==> src/rtl/sum_uart_tx_if.sv <==
// sum_uart_tx_if: bundles the request/data side and the serial/status side
// of the sum_uart_tx transmitter. The counter stage (or a bench) uses the
// master modport; the transmitter uses the slave modport.
interface sum_uart_tx_if #(
  parameter int DATA_W = 8
);
  logic [DATA_W-1:0] data_in;
  logic              send;
  logic              tx;
  logic              busy;
  logic              done;
  logic              overrun;

  modport master (
    output data_in,
    output send,
    input  tx,
    input  busy,
    input  done,
    input  overrun
  );

  modport slave (
    input  data_in,
    input  send,
    output tx,
    output busy,
    output done,
    output overrun
  );
endinterface

==> src/rtl/sum_uart_tx.sv <==
// sum_uart_tx: captures the counter value on request and sends it as an
// 8N1 UART frame, LSB first, on a single registered output pin. A one-word
// pending buffer holds a request that arrives during a frame; any further
// request while that buffer is full is dropped and latched in a sticky
// overrun flag. Back-to-back frames follow each other with no idle gap.
// Optional feature: define SUM_UART_TX_PARITY_EN to insert an even-parity
// bit between the last data bit and the stop bit.
module sum_uart_tx #(
  parameter int DATA_W       = 8,
  parameter int CLKS_PER_BIT = 16
) (
  input  logic          clk,
  input  logic          rst,
  sum_uart_tx_if.slave  bus
);

  localparam int BAUD_W = (CLKS_PER_BIT > 1) ? $clog2(CLKS_PER_BIT) : 1;
  localparam int BIT_W  = (DATA_W > 1) ? $clog2(DATA_W) : 1;
  localparam logic [BAUD_W-1:0] BAUD_LAST = BAUD_W'(CLKS_PER_BIT - 1);
  localparam logic [BIT_W-1:0]  BIT_LAST  = BIT_W'(DATA_W - 1);

  generate
    if (CLKS_PER_BIT < 2) begin : g_bad_clks_per_bit
      $error("sum_uart_tx: CLKS_PER_BIT must be at least 2");
    end
  endgenerate

  typedef enum logic [2:0] {
    IDLE   = 3'd0,
    START  = 3'd1,
    DATA   = 3'd2,
`ifdef SUM_UART_TX_PARITY_EN
    PARITY = 3'd3,
`endif
    STOP   = 3'd4
  } state_t;

  state_t              state_q, state_n;
  logic [DATA_W-1:0]   shift_q, shift_n;
  logic [BIT_W-1:0]    bit_q, bit_n;
  logic [BAUD_W-1:0]   baud_q, baud_n;
  logic [DATA_W-1:0]   pend_q, pend_n;
  logic                pend_v_q, pend_v_n;
  logic                ovr_q, ovr_n;
  logic                tx_q, tx_n;
  logic                busy_q, busy_n;
  logic                done_q, done_n;
  logic                baud_end;
  logic                end_of_stop;
  logic                load;
  logic [DATA_W-1:0]   load_word;
`ifdef SUM_UART_TX_PARITY_EN
  logic                parity_q, parity_n;
`endif

  // Next-state, request handling and next output values for the frame FSM
  always_comb begin
    state_n     = state_q;
    shift_n     = shift_q;
    bit_n       = bit_q;
    pend_n      = pend_q;
    pend_v_n    = pend_v_q;
    ovr_n       = ovr_q;
    done_n      = 1'b0;
    load        = 1'b0;
    load_word   = '0;
    tx_n        = 1'b1;
    baud_end    = (baud_q == BAUD_LAST);
    end_of_stop = (state_q == STOP) && baud_end;
    baud_n      = (state_q == IDLE || baud_end) ? '0 : baud_q + 1'b1;
`ifdef SUM_UART_TX_PARITY_EN
    parity_n    = parity_q;
`endif

    case (state_q)
      IDLE: begin
        bit_n = '0;
        if (bus.send) begin
          load      = 1'b1;
          load_word = bus.data_in;
          state_n   = START;
        end
      end
      START: begin
        if (baud_end) state_n = DATA;
      end
      DATA: begin
        if (baud_end) begin
          shift_n = shift_q >> 1;
          if (bit_q == BIT_LAST) begin
            bit_n = '0;
`ifdef SUM_UART_TX_PARITY_EN
            state_n = PARITY;
`else
            state_n = STOP;
`endif
          end else begin
            bit_n = bit_q + 1'b1;
          end
        end
      end
`ifdef SUM_UART_TX_PARITY_EN
      PARITY: begin
        if (baud_end) state_n = STOP;
      end
`endif
      STOP: begin
        if (baud_end) begin
          done_n = 1'b1;
          if (pend_v_q) begin
            load      = 1'b1;
            load_word = pend_q;
            pend_v_n  = 1'b0;
            state_n   = START;
          end else if (bus.send) begin
            load      = 1'b1;
            load_word = bus.data_in;
            state_n   = START;
          end else begin
            state_n = IDLE;
          end
        end
      end
      default: state_n = IDLE;
    endcase

    if (state_q != IDLE && bus.send) begin
      if (end_of_stop) begin
        if (pend_v_q) begin
          pend_n   = bus.data_in;
          pend_v_n = 1'b1;
        end
      end else if (!pend_v_q) begin
        pend_n   = bus.data_in;
        pend_v_n = 1'b1;
      end else begin
        ovr_n = 1'b1;
      end
    end

    if (load) begin
      shift_n = load_word;
`ifdef SUM_UART_TX_PARITY_EN
      parity_n = ^load_word;
`endif
    end

    case (state_n)
      START:   tx_n = 1'b0;
      DATA:    tx_n = shift_n[0];
`ifdef SUM_UART_TX_PARITY_EN
      PARITY:  tx_n = parity_n;
`endif
      default: tx_n = 1'b1;
    endcase

    busy_n = (state_n != IDLE) || pend_v_n;
  end

  // State, datapath and registered outputs, cleared by synchronous reset
  always_ff @(posedge clk) begin
    if (rst) begin
      state_q  <= IDLE;
      shift_q  <= '0;
      bit_q    <= '0;
      baud_q   <= '0;
      pend_q   <= '0;
      pend_v_q <= 1'b0;
      ovr_q    <= 1'b0;
      tx_q     <= 1'b1;
      busy_q   <= 1'b0;
      done_q   <= 1'b0;
`ifdef SUM_UART_TX_PARITY_EN
      parity_q <= 1'b0;
`endif
    end else begin
      state_q  <= state_n;
      shift_q  <= shift_n;
      bit_q    <= bit_n;
      baud_q   <= baud_n;
      pend_q   <= pend_n;
      pend_v_q <= pend_v_n;
      ovr_q    <= ovr_n;
      tx_q     <= tx_n;
      busy_q   <= busy_n;
      done_q   <= done_n;
`ifdef SUM_UART_TX_PARITY_EN
      parity_q <= parity_n;
`endif
    end
  end

  assign bus.tx      = tx_q;
  assign bus.busy    = busy_q;
  assign bus.done    = done_q;
  assign bus.overrun = ovr_q;

endmodule

==> src/flat_wrapper.sv <==
// flat-port wrapper written by rule: the top's interface ports become plain ports
module sum_uart_tx_flat 
#(
  parameter int DATA_W       = 8,
  parameter int CLKS_PER_BIT = 16
)
  (clk, rst, bus_data_in, bus_send, bus_tx, bus_busy, bus_done, bus_overrun);
  sum_uart_tx_if #(.DATA_W(DATA_W)) bus_i ();
  input  logic clk;
  input  logic rst;
  input wire logic [$bits(bus_i.data_in)-1:0] bus_data_in;
  input wire logic [$bits(bus_i.send)-1:0] bus_send;
  output wire logic [$bits(bus_i.tx)-1:0] bus_tx;
  output wire logic [$bits(bus_i.busy)-1:0] bus_busy;
  output wire logic [$bits(bus_i.done)-1:0] bus_done;
  output wire logic [$bits(bus_i.overrun)-1:0] bus_overrun;
  assign bus_i.data_in = bus_data_in;
  assign bus_i.send = bus_send;
  assign bus_tx = bus_i.tx;
  assign bus_busy = bus_i.busy;
  assign bus_done = bus_i.done;
  assign bus_overrun = bus_i.overrun;
  sum_uart_tx #(.DATA_W(DATA_W), .CLKS_PER_BIT(CLKS_PER_BIT)) u_core (.clk(clk), .rst(rst), .bus(bus_i));
endmodule
==> config.mk <==
export PLATFORM = sky130hd
export DESIGN_NAME = sum_uart_tx_flat
export DESIGN_NICKNAME = d
export VERILOG_FILES = /design/src/rtl/sum_uart_tx_if.sv /design/src/rtl/sum_uart_tx.sv /design/src/flat_wrapper.sv
export SDC_FILE = /design/constraint.sdc
export NUM_CORES = 1
export LEC_CHECK = 0
export ABC_AREA = 1
export CAP_MARGIN = 10
export CORE_MARGIN = 4
export CORE_UTILIZATION = 52
export CTS_BUF_LIST = sky130_fd_sc_hd__clkbuf_8
export DETAILED_ROUTE_END_ITERATION = 12
export GPL_TIMING_DRIVEN = 0
export PLACE_DENSITY = 0.73
export SLEW_MARGIN = 20
export SYNTH_ARGS = -nofsm -noshare
export SYNTH_HDL_FRONTEND = slang
export SYNTH_SLANG_ARGS = --single-unit
==> constraint.sdc <==
create_clock -name clk -period 3.5 [get_ports clk]
set_clock_uncertainty 0.1 [all_clocks]
set_input_delay 0.875 -clock clk [delete_from_list [all_inputs] [get_ports clk]]
set_output_delay 0.875 -clock clk [all_outputs]
set_load 0.01 [all_outputs]
==> flow_metrics.py <==
metrics = {
    "synthesis": {
        "synthArstFlopShare_pct": 0,
        "synth_commonest_cells": "73 x nand2_1, 51 x nor2_1, 31 x dfxtp_1",
        "synth-compound-area-share_pct": 5.93,
        "synth_fa_ha_area_share_pct": 2.28,
        "ys_types": 28,
        "synth.most_common_cell": "nand2_1",
        "synth_top_area_share_pct": 37.7,
        "synthSimpleGateAreaFrac_pct": 45.4,
        "synthesis.nets": 257,
        "yosys.area.top_type": "dfxtp_1",
        "yosys_warnings": 0,
        "synth_flop_cell": "dfxtp_1",
        "avgSynthCellArea_sq_um": 6.78,
        "yosys.area_share.xor_xnor_pct": 1.06,
        "yosysSeqAreaShare_pct": 37.7,
        "synth_edf_count": 0,
        "synth_top_family_by_area": "simple AND/OR/NAND/NOR gates",
        "mappedNetlistArea_sq_um": 1650,
        "synthCells": 243,
        "ys_top_cells_by_area": "dfxtp_1 38%, nand2_1 17%, nor2_1 12%",
        "muxShareOfSynthArea_pct": 0,
        "yosys_register_bits": 31,
    },
    "min_path": {
        "hold_depth": 1,
        "hp-class": "reg -> reg",
    },
    "timing": {
        "hold_viol_final": 0,
        "worst-slew-pin-transition_ns": 0.468,
        "fin_crit_sh_pct": 65.4,
        "final-setup-viol-count": 0,
        "rsz0062_at_grt": "false",
        "max_freq_ghz": 0.437,
        "fin_crit_ns": 2.29,
        "relSlewSlack_pct": 68.8,
        "slew_violations": 0,
        "setup-tns-final_ns": 0,
        "worst_slack_ns": 1.21,
    },
    "floorplanning": {
        "die_x_um": 64.3,
        "initial_utilization_pct": 53.9,
        "io_pins": 15,
        "die_area_sq_um": 4130,
        "rows": 20,
        "coreArea_sq_um": 3050,
        "die_h_um": 64.3,
    },
    "worst_setup_path": {
        "cp_cell_sequence": "clkdlybuf4s50_1 > buf_2 > nand3_2 > inv_1 > a21oi_1 > nand2_1 > nand2_1 > nand2_1 > nand2_1",
        "worstPathMaxFanout": 10,
        "reg2reg_depth": 9,
        "cpMostUsedCell": "nand2_1",
        "crit_type": "in -> reg",
        "reg2reg_slack_ns": 1.75,
        "crit_path_top_delay_cell": "clkdlybuf4s50_1",
        "crit_path_end_kind": "register",
        "cp.required_ns": 3.58,
        "startpoint_type": "primary input",
        "critPathMaxStageDelay_ns": 0.46,
        "worstPathArrival_ns": 2.37,
    },
    "power_and_ir_drop": {
        "irDropWorstVdd_uv": 269,
        "p_total_w": 0.000775,
        "leakage_nw": 0.881,
        "power_density_nw_per_um2": 404,
    },
    "clocking": {
        "post_cts_resized": 0,
        "cts_tree": "done",
        "clk_latency_ns": 0.28,
        "root_buffer": "clkbuf_8",
        "post_cts_buffers": 0,
        "ctsHoldBuffers": 0,
        "ctsLongestPathBuffers": 2,
        "clk_pin_slew_ns": 0.06,
        "htreeDepth": 2,
        "cts_buffers": 5,
        "numClockSinks": 31,
    },
    "drt": {
        "drc": 0,
        "drt_iter0_markers": 140,
        "first_pass_iters": 4,
        "ant_nets": 0,
        "wl_um": 3400,
        "route.vias.total": 1512,
        "vias_per_cell": 4.93,
        "drt-wirelength-per-cell_um": 11.1,
    },
    "global_routing": {
        "overflow": 0,
        "grt.total_usage_pct": 19.1,
        "grt_pass1_vias": 1341,
        "antenna_found_initial": 0,
        "grt_max_degree": 11,
        "grt_pass1_wl_um": 6290,
    },
    "final_layout": {
        "seqCellArea_sq_um": 621,
        "fill_cells": 298,
        "area_delta_synth_final_pct": 16.6,
        "multiInputGateArea_sq_um": 901,
        "diodes": 0,
        "drive_above_1_share_pct": 12.2,
        "nets": 277,
    },
    "placed_design": {
        "dpl.hpwl_um": 2510,
        "gp_congestion": 0.816,
        "post-place-ws_ns": 0.935,
        "port_buffers": 13,
    },
    "job": {
        "maxCapViolations": 0,
    },
    "status": {
        "status": "completed",
    },
}
critical path: cells and delay by family:
| family | cells | cell delay (ns) |
|---|---|---|
| and+or+nand+nor | 5 | 0.46 |
| AOI/OAI and AO/OA | 1 | 0.09 |
| buffers and inverters | 3 | 0.92 |
kinds of logic after synthesis:
| group | after synthesis |
|---|---|
| fa+ha+maj | 3 |
| simple gates | 162 |
| flops | 31 |
| xor+xnor | 2 |
| buf+inv | 26 |
| compound gates | 19 |
registers in the layout, indices dropped and copies added (netlist names):
| register | flops |
|---|---|
| u_core.baud_q | 4 |
| u_core.state_q | 3 |
| u_core.bus.overrun | 1 |
| u_core.shift_q | 8 |
| u_core.bit_q | 3 |
| u_core.bus.done | 1 |
| u_core.bus.tx | 1 |
| u_core.pend_v_q | 1 |
| u_core.bus.busy | 1 |
| u_core.pend_q | 8 |
path summary, 6_finish.rpt:
kind | start | to
worst max register to register | u_core.baud_q[0] | u_core.pend_q[5]
worst min-delay path | u_core.baud_q[0] | u_core.baud_q[0]
worst max-delay path | bus_send | u_core.bus.tx
worst min register to register | u_core.baud_q[0] | u_core.baud_q[0]
where the power goes:
| part | leakage (nW) | total [W] | internal (W) | switching (W) |
|---|---|---|---|---|
| Clock | 0.0470 | 0.000282 | 0.000154 | 0.000129 |
| Sequential | 0.254 | 0.000382 | 0.000372 | 0.00000912 |
| Combinational | 0.581 | 0.000111 | 0.0000462 | 0.0000650 |
through the flow:
step | hold WS (ns) | cell area (sq um) | instances | utilization (%)
after floorplan | 0.318 | 1650 | 243 | -
after global placement | 0.333 | 1830 | 300 | 60.0
after detailed placement | 0.339 | 1830 | 300 | 60.0
after CTS | 0.354 | 1920 | 307 | 62.9
after global routing | 0.383 | 1920 | 307 | 62.9
final | 0.350 | 1920 | 307 | 62.9
routing by layer:
| metal | vias up | GRT usage (%) | wire, um |
|---|---|---|---|
| li1 | 808 | - | - |
| met1 | 666 | 26.2 | 1620 |
| met2 | 29 | 29.3 | 1550 |
| met3 | 9 | 3.34 | 137 |
| met4 | 0 | 8.18 | 89 |
| met5 | - | 0 | 0 |
layout by cell type (no fill, tap or decap), types with 6 or more instances in the layout:
| cell type | Yosys | final |
|---|---|---|
| a21oi_1 | 13 | 13 |
| clkdlybuf4s50_1 | 0 | 13 |
| nor2_1 | 51 | 51 |
| inv_1 | 16 | 16 |
| nand2_1 | 73 | 73 |
| nor2_2 | 6 | 6 |
| nand4_1 | 7 | 7 |
| dfxtp_1 | 31 | 31 |
| clkbuf_8 | 0 | 6 |
| nand3_1 | 12 | 12 |
final cells by class:
cell class / instances / area share [%]
tap: 44 / 2.87
multi-input combinational: 186 / 46.9
timing repair buffer: 13 / 6.78
buffer: 6 / 2.35
inverter: 20 / 4.17
sequential: 31 / 32.3
clock buffer: 6 / 4.30
clock inverter: 1 / 0.261
Note: power is estimated with default switching activity, not from simulation.
